File: config.mk
export PLATFORM = sky130hd
export DESIGN_NAME = alu_pipe
export DESIGN_NICKNAME = d
export VERILOG_FILES = /design/src/rtl/alu_pkg.sv /design/src/rtl/alu_core.sv /design/src/rtl/alu_pipe.sv
export SDC_FILE = /design/constraint.sdc
export NUM_CORES = 1
export LEC_CHECK = 0
export ABC_AREA = 0
export CORE_MARGIN = 5
export CORE_UTILIZATION = 40
export DETAILED_ROUTE_END_ITERATION = 6
export PLACE_DENSITY = 0.63
export SLEW_MARGIN = 20
export SYNTH_ARGS = -nofsm -noshare
export SYNTH_HDL_FRONTEND = slang
export SYNTH_SLANG_ARGS = --single-unit
File: constraint.sdc
create_clock -name clk -period 4.88 [get_ports clk]
set_clock_uncertainty 0.1 [all_clocks]
set_input_delay 0.976 -clock clk [delete_from_list [all_inputs] [get_ports clk]]
set_output_delay 0.976 -clock clk [all_outputs]
set_load 0.05 [all_outputs]
File: src/rtl/alu_pkg.sv
// Shared opcode encodings and decode helpers for the integer ALU functional unit.
package alu_pkg;

  localparam logic [3:0] OP_NONE = 4'd0;
  localparam logic [3:0] OP_ADD  = 4'd1;
  localparam logic [3:0] OP_ADDI = 4'd2;
  localparam logic [3:0] OP_LUI  = 4'd3;
  localparam logic [3:0] OP_ORI  = 4'd4;
  localparam logic [3:0] OP_XOR  = 4'd5;
  localparam logic [3:0] OP_SRAI = 4'd6;
  localparam logic [3:0] OP_LB   = 4'd7;
  localparam logic [3:0] OP_LW   = 4'd8;
  localparam logic [3:0] OP_SB   = 4'd9;
  localparam logic [3:0] OP_SW   = 4'd10;
  localparam logic [3:0] OP_SUB  = 4'd11;
  localparam logic [3:0] OP_AND  = 4'd12;
  localparam logic [3:0] OP_SLL  = 4'd13;
  localparam logic [3:0] OP_SRL  = 4'd14;
  localparam logic [3:0] OP_SLT  = 4'd15;

  // Loads and stores only need an effective address from this unit.
  function automatic logic is_mem_op(input logic [3:0] optype);
    return (optype >= OP_LB) && (optype <= OP_SW);
  endfunction

endpackage

File: src/rtl/alu_core.sv
// Combinational ALU datapath: decodes the optype and produces the result or effective address.
module alu_core
  import alu_pkg::*;
#(
  parameter int unsigned XLEN = 32
) (
  input  logic [3:0]      optype,
  input  logic [XLEN-1:0] src1,
  input  logic [XLEN-1:0] src2,
  input  logic [XLEN-1:0] imm,
  output logic [XLEN-1:0] result
);

  localparam int unsigned SHW = $clog2(XLEN);

  logic signed [XLEN-1:0] sra_res;
  logic                   slt_res;

  assign sra_res = $signed(src1) >>> imm[SHW-1:0];
  assign slt_res = $signed(src1) < $signed(src2);

  always_comb begin
    result = '0;
    if (is_mem_op(optype)) begin
      result = src1 + imm;
    end else begin
      case (optype)
        OP_ADD:  result = src1 + src2;
        OP_ADDI: result = src1 + imm;
        OP_LUI:  result = imm;
        OP_ORI:  result = src1 | imm;
        OP_XOR:  result = src1 ^ src2;
        OP_SRAI: result = sra_res;
        OP_SUB:  result = src1 - src2;
        OP_AND:  result = src1 & src2;
        OP_SLL:  result = src1 << src2[SHW-1:0];
        OP_SRL:  result = src1 >> src2[SHW-1:0];
        OP_SLT:  result = {{(XLEN-1){1'b0}}, slt_res};
        default: result = '0;
      endcase
    end
  end

endmodule

File: src/rtl/alu_pipe.sv
// Pipelined integer ALU functional unit: elastic valid/ready stages between issue and the CDB,
// with flush of all in-flight ops.
module alu_pipe
  import alu_pkg::*;
#(
  parameter int unsigned XLEN    = 32,
  parameter int unsigned TAG_W   = 6,
  parameter int unsigned FU_ID_W = 2,
  parameter int unsigned FU_ID   = 0,
  parameter int unsigned STAGES  = 2
) (
  input  logic               clk,
  input  logic               rstn,
  input  logic               flush,
  input  logic               issue_valid,
  input  logic [FU_ID_W-1:0] issue_fu_id,
  input  logic [3:0]         issue_optype,
  input  logic [XLEN-1:0]    issue_src1,
  input  logic [XLEN-1:0]    issue_src2,
  input  logic [XLEN-1:0]    issue_imm,
  input  logic [TAG_W-1:0]   issue_tag,
  output logic               issue_ready,
  output logic               wb_valid,
  input  logic               wb_ready,
  output logic [XLEN-1:0]    wb_data,
  output logic [TAG_W-1:0]   wb_tag,
  output logic [3:0]         wb_optype,
  output logic [XLEN-1:0]    wb_store_data
);

  localparam logic [FU_ID_W-1:0] FuSel = FU_ID_W'(FU_ID);

  typedef struct packed {
    logic             valid;
    logic [3:0]       optype;
    logic [TAG_W-1:0] tag;
    logic [XLEN-1:0]  data;
    logic [XLEN-1:0]  store_data;
  } stage_t;

  stage_t            stage_q [STAGES];
  stage_t            issue_st;
  logic [STAGES:0]   move;
  logic [XLEN-1:0]   alu_result;
  logic              accept;

  alu_core #(
    .XLEN (XLEN)
  ) u_alu_core (
    .optype (issue_optype),
    .src1   (issue_src1),
    .src2   (issue_src2),
    .imm    (issue_imm),
    .result (alu_result)
  );

  // move[i]: stage i may load this cycle; ripples back from the CDB ready.
  always_comb begin
    move         = '0;
    move[STAGES] = wb_ready;
    for (int i = STAGES - 1; i >= 0; i--) begin
      move[i] = !stage_q[i].valid || move[i+1];
    end
  end

  assign issue_ready = move[0];
  assign accept      = issue_valid && issue_ready && (issue_fu_id == FuSel) && !flush;

  always_comb begin
    issue_st            = '0;
    issue_st.valid      = accept;
    issue_st.optype     = issue_optype;
    issue_st.tag        = issue_tag;
    issue_st.data       = alu_result;
    issue_st.store_data = issue_src2;
  end

  for (genvar g = 0; g < STAGES; g++) begin : g_stage
    stage_t st_in;
    stage_t st_q;

    if (g == 0) begin : g_head
      assign st_in = issue_st;
    end else begin : g_body
      assign st_in = stage_q[g-1];
    end

    // Payload only loads with a valid op so a stalled or idle stage keeps its last contents.
    always_ff @(posedge clk) begin
      if (!rstn) begin
        st_q <= '0;
      end else if (flush) begin
        st_q.valid <= 1'b0;
      end else if (move[g]) begin
        if (st_in.valid) begin
          st_q <= st_in;
        end else begin
          st_q.valid <= 1'b0;
        end
      end
    end

    assign stage_q[g] = st_q;
  end

  assign wb_valid      = stage_q[STAGES-1].valid;
  assign wb_data       = stage_q[STAGES-1].data;
  assign wb_tag        = stage_q[STAGES-1].tag;
  assign wb_optype     = stage_q[STAGES-1].optype;
  assign wb_store_data = stage_q[STAGES-1].store_data;

endmodule

**Word-level counts from Yosys, hierarchy flattened**

Index checks and enable logic that the tools add are counted.

- Input bits: 113
- Output and inout bits: 76
- Register bits after elaboration: 150

- Shift operators: 3
- Bitwise gates (word level): 5
- Order comparisons: 3
- Reductions and logical operators: 13
- Multiplexer cells: 4
- $add $sub $neg: 3
- Eq/ne operators: 11

Operators with widths:

| operator | number |
|---|---|
| one-hot mux 32 bit (11 select lines) | 1 |
| adder 32 bit | 2 |
| AND 32 bit | 1 |
| less-than comparator 32 bit | 1 |
| two-way mux 32 bit | 1 |
| OR 32 bit | 1 |
| left shift 32 x 5 -> 32 bit | 1 |
| >> shifter 32 x 5 -> 32 bit | 1 |
| >>> shifter 32 x 5 -> 32 bit | 1 |
| subtractor 32 bit | 1 |
| XOR 32 bit | 1 |
| == test 4 bit, second input constant | 5 |
| == test 4 x 3 -> 1 bit, second input constant | 3 |
| == test 4 x 2 -> 1 bit, second input constant | 2 |
| AND reduction 3 bit | 2 |
| == test 4 x 1 -> 1 bit, second input constant | 1 |
| >= comparator 4 x 3 -> 1 bit, second input constant | 1 |
| <= comparator 4 bit, second input constant | 1 |
| logical AND 1 bit | 4 |
| logical NOT 1 bit | 3 |
| logical NOT 2 bit | 1 |
| logical OR 1 bit | 2 |
| two-way mux 1 bit | 2 |
| NOT 1 bit | 2 |
| OR reduction 2 bit | 1 |

**Depth between registers and ports, before layout**

Gate-level depths: netlist (run 1).

- Depth in word-level cells: 7
- Mapped depth: 17
- Mapped depth without buffers: 13

**Cells and area by module**

Synthesis (run 1) repeated with hierarchy kept, for this count alone.

- Cell total of the unflattened synthesis: 2407
- Area total of the unflattened synthesis: 18122.4 um2

By module, submodules not included:

| module | cells an instance | times used | area each (um2) |
|---|---|---|---|
| alu_core | 1737 | 1 | 12089.1 |
| alu_pipe | 670 | 1 | 6033.3 |

**Least setup slack after synthesis (run 1)**

Ideal clock, no wire load.

- Kind: input port to flip-flop
- From: in issue_src2[2]
- To: reg g_stage[0].st_q[54] (netlist bit)
- Setup time: 0.123 ns
- Arrival: 4.098 ns
- Slack: 0.559 ns
- Stages on the path: 17
- Data required time: 4.657 ns
- Path through: buf_2 buf_2 inv_1 buf_2 buf_1 ha_1 buf_4 nor2b_1 o21ai_0 or4b_1 nand3b_1 a211oi_2 nor2_1 a2bb2oi_1 o2111ai_1 a221oi_1 nor2_1

- Cells in the longest elaborated chain, start to end: 3
- Elaborated cells on any way between the ends: 6
- Classes of those cells: add/sub (2); shift (2); mux (2)

RTL lines:

| item | RTL line | RTL |
|---|---|---|
| start: declaration | alu_pipe.sv:19 | `input logic [XLEN-1:0] issue_src2,` |
| subtractor 32 bit (tied with other cells) | alu_core.sv:34 | `OP_SUB: result = src1 - src2;` |
| one-hot mux 32 bit (11 select lines) * | alu_core.sv:27 | `case (optype)` |
| two-way mux 32 bit * | alu_core.sv:24 | `if (is_mem_op(optype)) begin` |
| end signal: assignment | alu_pipe.sv:96 | `st_q <= st_in;` |
| end: declaration | alu_pipe.sv:80 | `stage_t st_q;` |

Every way passes the cells marked *; elsewhere a longest branch is shown, timed or not.
A chain may end at the register's enable or synchronous reset.

**Worst setup path after layout (run 1)**

- From: in issue_src1[3]
- To: reg g_stage[0].st_q[57] (netlist bit)

- Cells in the longest elaborated chain, start to end: 3
- Elaborated cells on any way between the ends: 8
- Classes of those cells: add/sub (3); shift (3); mux (2)

RTL lines:

| item | RTL line | RTL |
|---|---|---|
| start: declaration | alu_pipe.sv:18 | `input logic [XLEN-1:0] issue_src1,` |
| subtractor 32 bit (tied with other cells) | alu_core.sv:34 |  |
| one-hot mux 32 bit (11 select lines) | alu_core.sv:27 |  |
| two-way mux 32 bit * | alu_core.sv:24 |  |

Marked as above.

==> results.md, run 1 <==
- Final wirelength: just over 90 mm
- CTS tree: built
- Clk_lat worst skew: between 0.4 and 0.5 ns
- M2 GR Usage: 57.0%
- Initial antenna violation count: 5
- Met1 Use GR: 47.3%
- Worst Setup End Kind: register
- Sequential area share after synthesis: around 17%
- Setup crit start kind: primary input
- Bufs and invs on worst path: 1
- CP Cell Sequence: clkdlybuf4s50_1, ha_1, nor2_1, a221oi_1, a21oi_1, o211ai_1, nand3_1, a31oi_1, o221a_2, xor2_1, a221oi_1, a21oi_1
- Power per cell area: 208 nW/um^2
- Worst reg2reg setup slack: about 1.9 ns
- Fin nets: 2,961
- Final setup violation count: 0
- Worst Path Required: just over 5 ns
- Avg Inst Size Synth: between 7 and 8 sq um
- Outcome: completed
- Drt drc: 0
- Met3 Use GR: around 8.4%
- Vias per cell: between 6 and 7
- Reg2reg end: g_stage[0].st_q[35]
- GRT Overall Usage: 36.6%
- Final Worst Setup Slack: 0.515 ns
- Row cnt: a little under 80
- WL/cell: roughly 28 microns
- Worst Hold Endpoint: wb_store_data[0]
- Max_cap viols: 0
- Vias post-DR: 21.2k
- Vias in the first global route: between 20k and 25k
- Final period util: 89.5%
- Most Used Layer, Global Route: met2
- Worst r2r path cells: 10
- Share of cells above drive strength 1: around an eighth
- Final Max Slew Viols: 0
- Fin. Hold Viols: 0
- Layout area overhead: 22.2%
- Antenna viol nets, final: 0
- Total CTS buffers: 17
- IO Pins: 189
- Synth Flop Type: dfxtp_1
- Setup TNS: 0 ns
- HPWL after DPL: around 75 mm
- Clock net sink count: 150
- Initial Util: 40.3%
- Worst path depth: 12
- Hold buffer count at CTS: 0
- Yosys warnings: 0
- Delay-heaviest family, CP: compound AO/OA/AOI/OAI gates
- FF-to-FF Start: wb_valid
- Core Area: 44,100 sq um
- Congestion Overflow GR: 0
- Crit-path max FO: 6
- Postcts setup bufs: 0
- Min-delay src: g_stage[0].st_q[0]
- CTS resizes: 0
- Worst min-delay path class: register to register
- Post-layout min period: between 4 and 5 ns
- Peak Freq: 0.229 GHz
- I/O Buffers: about 190
- Yosys reg bits: 150
- RSZ-0062 raised after global routing: no
- Die ar.: approximately 50,000 sq um
- Initial DRC count: 2,609
- H-tree depth: 4
- Net Count, Synth: between 2k and 3k
- Leak: 8.72 nW
- First-pass GRT wire length: ~140 mm
- Post-synth EDFFs: 0
- CP peak stage delay: approximately 0.54 ns
- CP max stage cell: clkdlybuf4s50_1
- Synthesized area: roughly 18,000 sq um
- Worst vdd ir: 0.255 mV
- Crit path arrival time: ~4.6 ns
- First-pass iteration count of the detailed router: 6
- Max transition margin: ~26%
- Worst Hold Depth: 2
- Die extent in x: around 220 microns
- Post-Syn Instances: roughly 2.5k
- Reg clk slew, reported paths: roughly 0.09 ns
- Placer Congestion: roughly 1.0
- Worst Max-Slew Pin Slew: 1.09 ns
- Fraction of registers with async set/reset: 0%
- Root buffer cell: clkbuf_16
- Netlist cell types: 93
- Pre-CTS setup slack: between 0.1 and 0.15 ns
- Largest net degree at the start of global routing: 79
- Die Y: ~220 microns
- Worst setup path class: primary input to register
- CTS max path bufs: 2
==> area by class of cell <==
type | instances | area, sq um
Fill cell | 4585 | 22400
Multi-Input combinational cell | 2024 | 13500
Timing Repair Buffer | 386 | 3460
Sequential cell | 150 | 3000
Tap cell | 592 | 741
Inverter | 138 | 518
Clock buffer | 17 | 425
Clock inverter | 15 | 160
Antenna cell | 2 | 5.00
==> tightest hold or removal path, delay by kind of cell (launching register included) <==
kind               cells  cell delay, ns
and+or+nand+nor        1            0.05
DFF                    1            0.31
AOI/OAI and AO/OA      1            0.06
==> logic make-up (layout without fill, tap and decap cells) <==
group           count (synthesis)  after routing  synth area share, %
buf+inv                       347            556                 7.76
simple gates                  845            845                 20.6
flops                         150            150                 16.9
compound gates                878            878                 33.0
mux                           140            140                 10.9
other cells                     0              2                    0
fa+ha+maj                     131            131                 9.33
xor+xnor                       30             30                 1.48
==> placed cells by master, fill, tap and decap left out, drive strengths merged, types with 9 or more instances in the layout <==
master         synthesis  routed
nand4                 21      21
o31ai                 13      13
o21ai                201     201
mux2i                 88      88
a2111oi                9       9
mux4                  42      42
nand2b                26      26
a21oi                186     186
o21a                   9       9
o2111ai               14      14
a211oi                28      28
a211o                  9       9
dfxtp                150     150
xnor2                 16      16
clkdlybuf4s50          0     182
clkbuf               145      17
inv                  135     143
a21boi               121     121
a221oi                28      28
nor4                  12      12
and3                  13      13
xor2                  14      14
nor2                 188     188
and2                  10      10
a22oi                 16      16
nor2b                 24      24
o22ai                 39      39
o211ai                25      25
o21bai                18      18
a31oi                 37      37
mux2                  10      10
nand3                 27      27
nor3                  47      47
nand2                444     444
ha                   128     128
a221o                 17      17
buf                   64     204
o311ai                18      18
a21o                  26      26
==> worst max-delay path by stage <==
stage	startpoint	end	slack (ns)
after floorplan	issue_src2[2]	g_stage[0].st_q[54]	0.56
after CTS	issue_src1[3]	g_stage[0].st_q[57]	0.62
after global placement	issue_src1[3]	g_stage[0].st_q[57]	0.15
after global routing	issue_src1[3]	g_stage[0].st_q[57]	0.35
after detailed placement	issue_src1[3]	g_stage[0].st_q[57]	0.12
final	issue_src1[3]	g_stage[0].st_q[57]	0.51
==> stage by stage <==
| step | hold slack, ns | util, % | std cells | instance area (sq um) | total power [W] |
|---|---|---|---|---|---|
| after CTS | 0.345 | 49.3 | 3322 | 21800 | 0.00448 |
| after floorplan | 0.338 | - | 2521 | 17800 | 0.00236 |
| after global routing | 0.371 | 49.3 | 3324 | 21800 | 0.00469 |
| after global placement | 0.347 | 48.0 | 3290 | 21200 | 0.00312 |
| after detailed placement | 0.356 | 48.0 | 3290 | 21200 | 0.00312 |
| final | 0.342 | 49.3 | 3324 | 21800 | 0.00452 |
==> synthesized netlist by cell type, types with 9 or more instances <==
library cell	number	area, sq um
o22ai_1	39	244
a211oi_1	26	195
nor3_1	47	235
a221o_1	17	170
nor2b_1	24	150
nor2_1	188	706
nand4_1	21	131
o21bai_1	18	135
buf_1	16	60.1
nor4_1	11	68.8
o21ai_0	194	971
nand2b_1	26	163
a21boi_0	120	901
xnor2_1	16	140
clkbuf_1	145	544
a22oi_1	15	113
o31ai_1	13	97.6
and2_1	9	56.3
mux2i_1	88	881
nand3_1	27	135
dfxtp_1	150	3000
o21a_1	9	67.6
xor2_1	14	123
ha_1	128	1600
mux4_2	42	946
a221oi_1	27	236
o211ai_1	24	180
buf_2	42	210
inv_1	132	495
mux2_2	10	113
a31oi_1	36	225
a21oi_1	182	911
o311ai_0	15	131
nand2_1	443	1660
a21o_1	26	195
a211o_1	9	78.8
o2111ai_1	14	123
and3_1	13	81.3
==> routing by layer <==
layer  share of wire [%]  vias up  routed length, microns
li1                    -     9516                       -
met2                  44     1274                   41300
met1                  41    10128                   38000
met4                 6.1        6                    5740
met3                 9.2      249                    8580
met5               0.046        -                      43
==> flip-flops by register name, indices dropped and copies added, names as in the netlist <==
| register | cells |
|---|---|
| wb_tag | 6 |
| wb_valid | 1 |
| wb_data | 32 |
| wb_store_data | 32 |
| wb_optype | 4 |
| g_stage.st_q | 75 |
==> power breakdown <==
group / leakage (nW) / internal (W) / switching [W] / total (W)
sequential: 1.21 / 0.00124 / 0.0000106 / 0.00125
clock: 0.282 / 0.000683 / 0.000672 / 0.00135
combinational: 7.23 / 0.000698 / 0.00122 / 0.00192
No activity file was read; power rests on OpenSTA's default activity.
==> run 2, diff against run 1 <==
- PLACE_DENSITY: 0.63 -> unset
- PLACE_DENSITY_LB_ADDON: unset -> 0.05
==> results.md, run 2 (same netlist as run 1, synthesis figures left out) <==
- HPWL after DPL: between 70 and 80 mm
- Vias per cell: between 6 and 7
- Worst min-delay path class: register to register
- Final Worst Setup Slack: around 0.59 ns
- Row cnt: 77
- Fin. Hold Viols: 0
- Root buffer cell: clkbuf_16
- CTS max path bufs: 2
- Reg clk slew, reported paths: 0.07 ns
- Commonest cells after routing, fill and taps aside: 442 x nand2_1, 193 x o21ai_0, 187 x nor2_1, 187 x buf_4
- Diodes inserted: 0
- Initial Util: about two fifths
- Antenna viol nets, final: 0
- Vias in the first global route: between 15k and 20k
- Core Area: between 40,000 and 50,000 sq um
- GRT Overall Usage: between 30% and 40%
- Postcts setup bufs: 0
- Worst setup path class: primary input to register
- CP max stage cell: clkdlybuf4s50_1
- Setup TNS: 0 ns
- Final Max Slew Viols: 0
- Share of cells above drive strength 1: 12.1%
- Post-layout min period: 4.29 ns
- Power per cell area: between 200 and 250 nW/um^2
- Clk_lat worst skew: approximately 0.48 ns
- Layout area overhead: 21.9%
- CTS tree: built
- Max transition margin: around a third
- Worst vdd ir: between 0.2 and 0.25 mV
- Final Util: between 40% and 50%
- Crit-path max FO: 8
- Placer Congestion: 1.05
- Drt drc: 0
- Final setup violation count: 0
- Worst Path Required: ~5.1 ns
- Delay-heaviest family, CP: compound AO/OA/AOI/OAI gates
- Hold buffer count at CTS: 0
- Largest Register: g_stage.st_q
- Setup crit start kind: primary input
- I/O Buffers: roughly 190
- Final wirelength: 91.1 mm
- Leak: around 8.7 nW
- Pre-CTS setup slack: about 0.17 ns
- RSZ-0062 raised after global routing: no
- Clock net sink count: 150
- Commonest non-fill, non-tap cell in the layout: nand2_1
- Worst Hold Depth: 2
- Outcome: completed
- Bufs and invs on worst path: 1
- Die Y: approximately 220 microns
- Final period util: between 80% and 90%
- H-tree depth: 4
- Worst r2r path cells: 8
- Worst Setup End Kind: register
- CP peak stage delay: approximately 0.58 ns
- Total CTS buffers: 17
- First-pass iteration count of the detailed router: 6
- Max_cap viols: 0
- Fin nets: 2,955
- Die extent in x: about 220 microns
- Worst path depth: 13
- Initial antenna violation count: 2
- First-pass GRT wire length: ~130 mm
- WL/cell: ~27 microns
- CTS resizes: 0
- Peak Freq: roughly 0.23 GHz
- Largest net degree at the start of global routing: 83
- IO Pins: approximately 190
- Vias post-DR: between 20k and 25k
- Crit path arrival time: roughly 4.6 ns
- Initial DRC count: 2,465
- Congestion Overflow GR: 0
- CP Cell Sequence: clkdlybuf4s50_1, ha_1, fa_1, a21oi_1, o21ai_1, a211oi_1, nor3_1, a31oi_1, nor3_1, nor4b_2, xnor2_1, a221oi_1, a31oi_1
- Largest register FFs: 75
- Die ar.: 48,800 sq um
- Worst Max-Slew Pin Slew: about 1.0 ns
[run 2: metal layers]
layer	global-route usage (%)	wire length, microns	share of wire [%]	vias to the layer above
met5	0.293	15	0.016	-
met4	17.8	5440	6.0	2
met3	7.34	8070	8.8	230
met2	56.0	40400	44	1189
met1	46.1	37200	41	10086
li1	-	-	-	9494
[run 2: worst paths after layout]
check                                          from  slack, ns                  end
worst max-delay path                  issue_src1[0]       0.59  g_stage[0].st_q[60]
worst min-delay path            g_stage[0].st_q[69]       0.36            wb_tag[5]
worst max register to register             wb_valid       1.95  g_stage[0].st_q[51]
worst min register to register  g_stage[0].st_q[69]       0.36            wb_tag[5]
[run 2: final cells by class]
type,instances,area [sq um]
fillers,4595,22400
multi-input cells,2024,13500
repair buffers,380,3390
flip-flops and latches,150,3000
well taps,592,741
inverters,138,518
clock buffers,17,425
clock inverters,15,176
[run 2: tightest hold or removal path, delay by kind of cell, from the launching register on]
family / cells / cell delay (ns)
DFF: 1 / 0.31
and+or+nand+nor: 1 / 0.05
AOI/OAI and AO/OA: 1 / 0.06
[run 2: through the flow]
stage | cell area (sq um) | instances | hold slack, ns | power (W)
6_report | 21700 | 3316 | 0.355 | 0.00453
5_1_grt | 21700 | 3316 | 0.381 | 0.00472
4_1_cts | 21700 | 3316 | 0.360 | 0.00451
3_5_place_dp | 21100 | 3284 | 0.355 | 0.00311
3_3_place_gp | 21100 | 3284 | 0.347 | 0.00311
2_1_floorplan | 17800 | 2521 | 0.338 | 0.00236
[run 2: report_power, final]
part / internal [W] / switching, W / leakage [nW]
logic: 0.000702 / 0.00120 / 7.19
clock network: 0.000693 / 0.000688 / 0.295
registers: 0.00124 / 0.0000112 / 1.21
total: 0.00264 / 0.00190 / 8.69
==> RTL change (config.mk and constraints of run 2) <==
Remove the case item `OP_SRL` of the case on `optype`.
--- a/src/rtl/alu_core.sv
+++ b/src/rtl/alu_core.sv
@@ -36,3 +36,2 @@
         OP_SLL:  result = src1 << src2[SHW-1:0];
-        OP_SRL:  result = src1 >> src2[SHW-1:0];
         OP_SLT:  result = {{(XLEN-1){1'b0}}, slt_res};
Function: changed (a bounded check fails within 4 cycles, from zero or initial values and one cycle with rstn low).
==> RTL change against run 2 <==
Die area is 9.1% lower; register-to-register slack got worse by 0.07 ns; wire length shrank 14%; critical endpoint is now g_stage[0].st_q[47]$_SDFFE_PN0P_; cell area fell by 9.0%; area after synthesis decreased by 9.5%; sequential cell count unchanged; worst setup slack better by 0.046 ns; utilization rose by 0.41 points; power down 4.8%; critical path depth did not move; first-iteration DRC count fell by 12%; final cell count fell by 10%.
==> RTL change: results <==
[status]
status = finished, final reports clean

[power]
p_switching_w = 0.00165
switching_share_pct = 38.2
vdd_drop_max_uv = 208
pwr-share-seq_pct = 29.0
cellLeakagePower_nw = 7.92
pwr-share-clk_pct = 33.0

[logic_synthesis]
synth_common_cells = 441 x nand2_1, 156 x a21oi_1, 154 x o21ai_0
synthTopCellsByArea = dfxtp_1 19%, nand2_1 10%, ha_1 9.9%
synth_seq_area_share_pct = 18.6
syn_nets = 2478

[critical_path]
cp.arrival_ns = 4.47
worstReg2RegEnd = g_stage[0].st_q[52]$_SDFFE_PN0P_
reg2regPathDepth = 9
crit_fanout = 12

[layout]
fill_cells = 4053
final_nets = 2674
drive_gt1_share_pct = 11.4

[global_route]
grt_pass1_wl_mm = 114
grt_max_degree = 92
grt_pass1_vias = 17700
antenna_found_initial = 0
grt_usage_pct = 33.7

[hold_path]
hold_start = g_stage[0].st_q[20]$_SDFFE_PN0P_
worstHoldEndpoint = wb_store_data[20]$_SDFFE_PN0P_

[route]
routed_wl_mm = 78.0
vias = 18500
drt_iter0_drc = 2169

[sta]
tightestPinTransition_ns = 0.964
whs_ns = 0.354

[place]
gp_congestion = 1.04
dp_hpwl_mm = 62.3

[clock_network]
clk_path_buf_depth = 2
RTL change: worst max-delay path by stage:
stage / start / to / depth (start not counted)
2_1_floorplan: issue_imm[2] / g_stage[0].st_q[62]$_SDFFE_PN0P_ / 14
3_3_place_gp: issue_src1[2] / g_stage[0].st_q[53]$_SDFFE_PN0P_ / 12
3_5_place_dp: issue_src1[2] / g_stage[0].st_q[53]$_SDFFE_PN0P_ / 12
4_1_cts: issue_src1[2] / g_stage[0].st_q[47]$_SDFFE_PN0P_ / 13
5_1_grt: issue_src1[0] / g_stage[0].st_q[62]$_SDFFE_PN0P_ / 13
6_report: issue_src1[2] / g_stage[0].st_q[47]$_SDFFE_PN0P_ / 13
RTL change: routing by layer:
layer | global-route usage (%) | share of wire [%]
met5 | 0 | 0
met4 | 17.3 | 6.1
met3 | 5.63 | 8.2
met2 | 54.0 | 45
met1 | 43.8 | 41
RTL change: cell type report:
cell class	count	area [sq um]	share of cell area, %
well taps	525	657	3.33
repair buffers	336	3020	15.3
inverters	141	529	2.68
clock buffers	18	429	2.17
clock inverters	14	190	0.963
flip-flops and latches	150	3000	15.2
multi-input cells	1784	11900	60.4
RTL change: critical path: cells and delay by family:
family / cells / cell delay, ns
compound gates: 6 / 1.74
buf+inv: 3 / 0.99
fa+ha+maj: 1 / 0.41
simple gates: 3 / 0.36
RTL change: per-stage QoR:
stage               setup slack, ns  cell area [sq um]  instances
floorplan                     0.967              16100       2234
global placement              0.254              19100       2936
detailed placement            0.234              19100       2936
CTS                           0.720              19800       2968
global route                  0.515              19800       2968
finish                        0.636              19800       2968
RTL change: cells by family after synthesis:
logic type      Yosys count  share of synthesized area (%)
compound gates          781                           33.5
xor+xnor                 37                           2.01
fa+ha+maj               131                           10.3
buf+inv                 300                           7.50
flops                   150                           18.6
mux                     101                           8.58
simple gates            734                           19.5
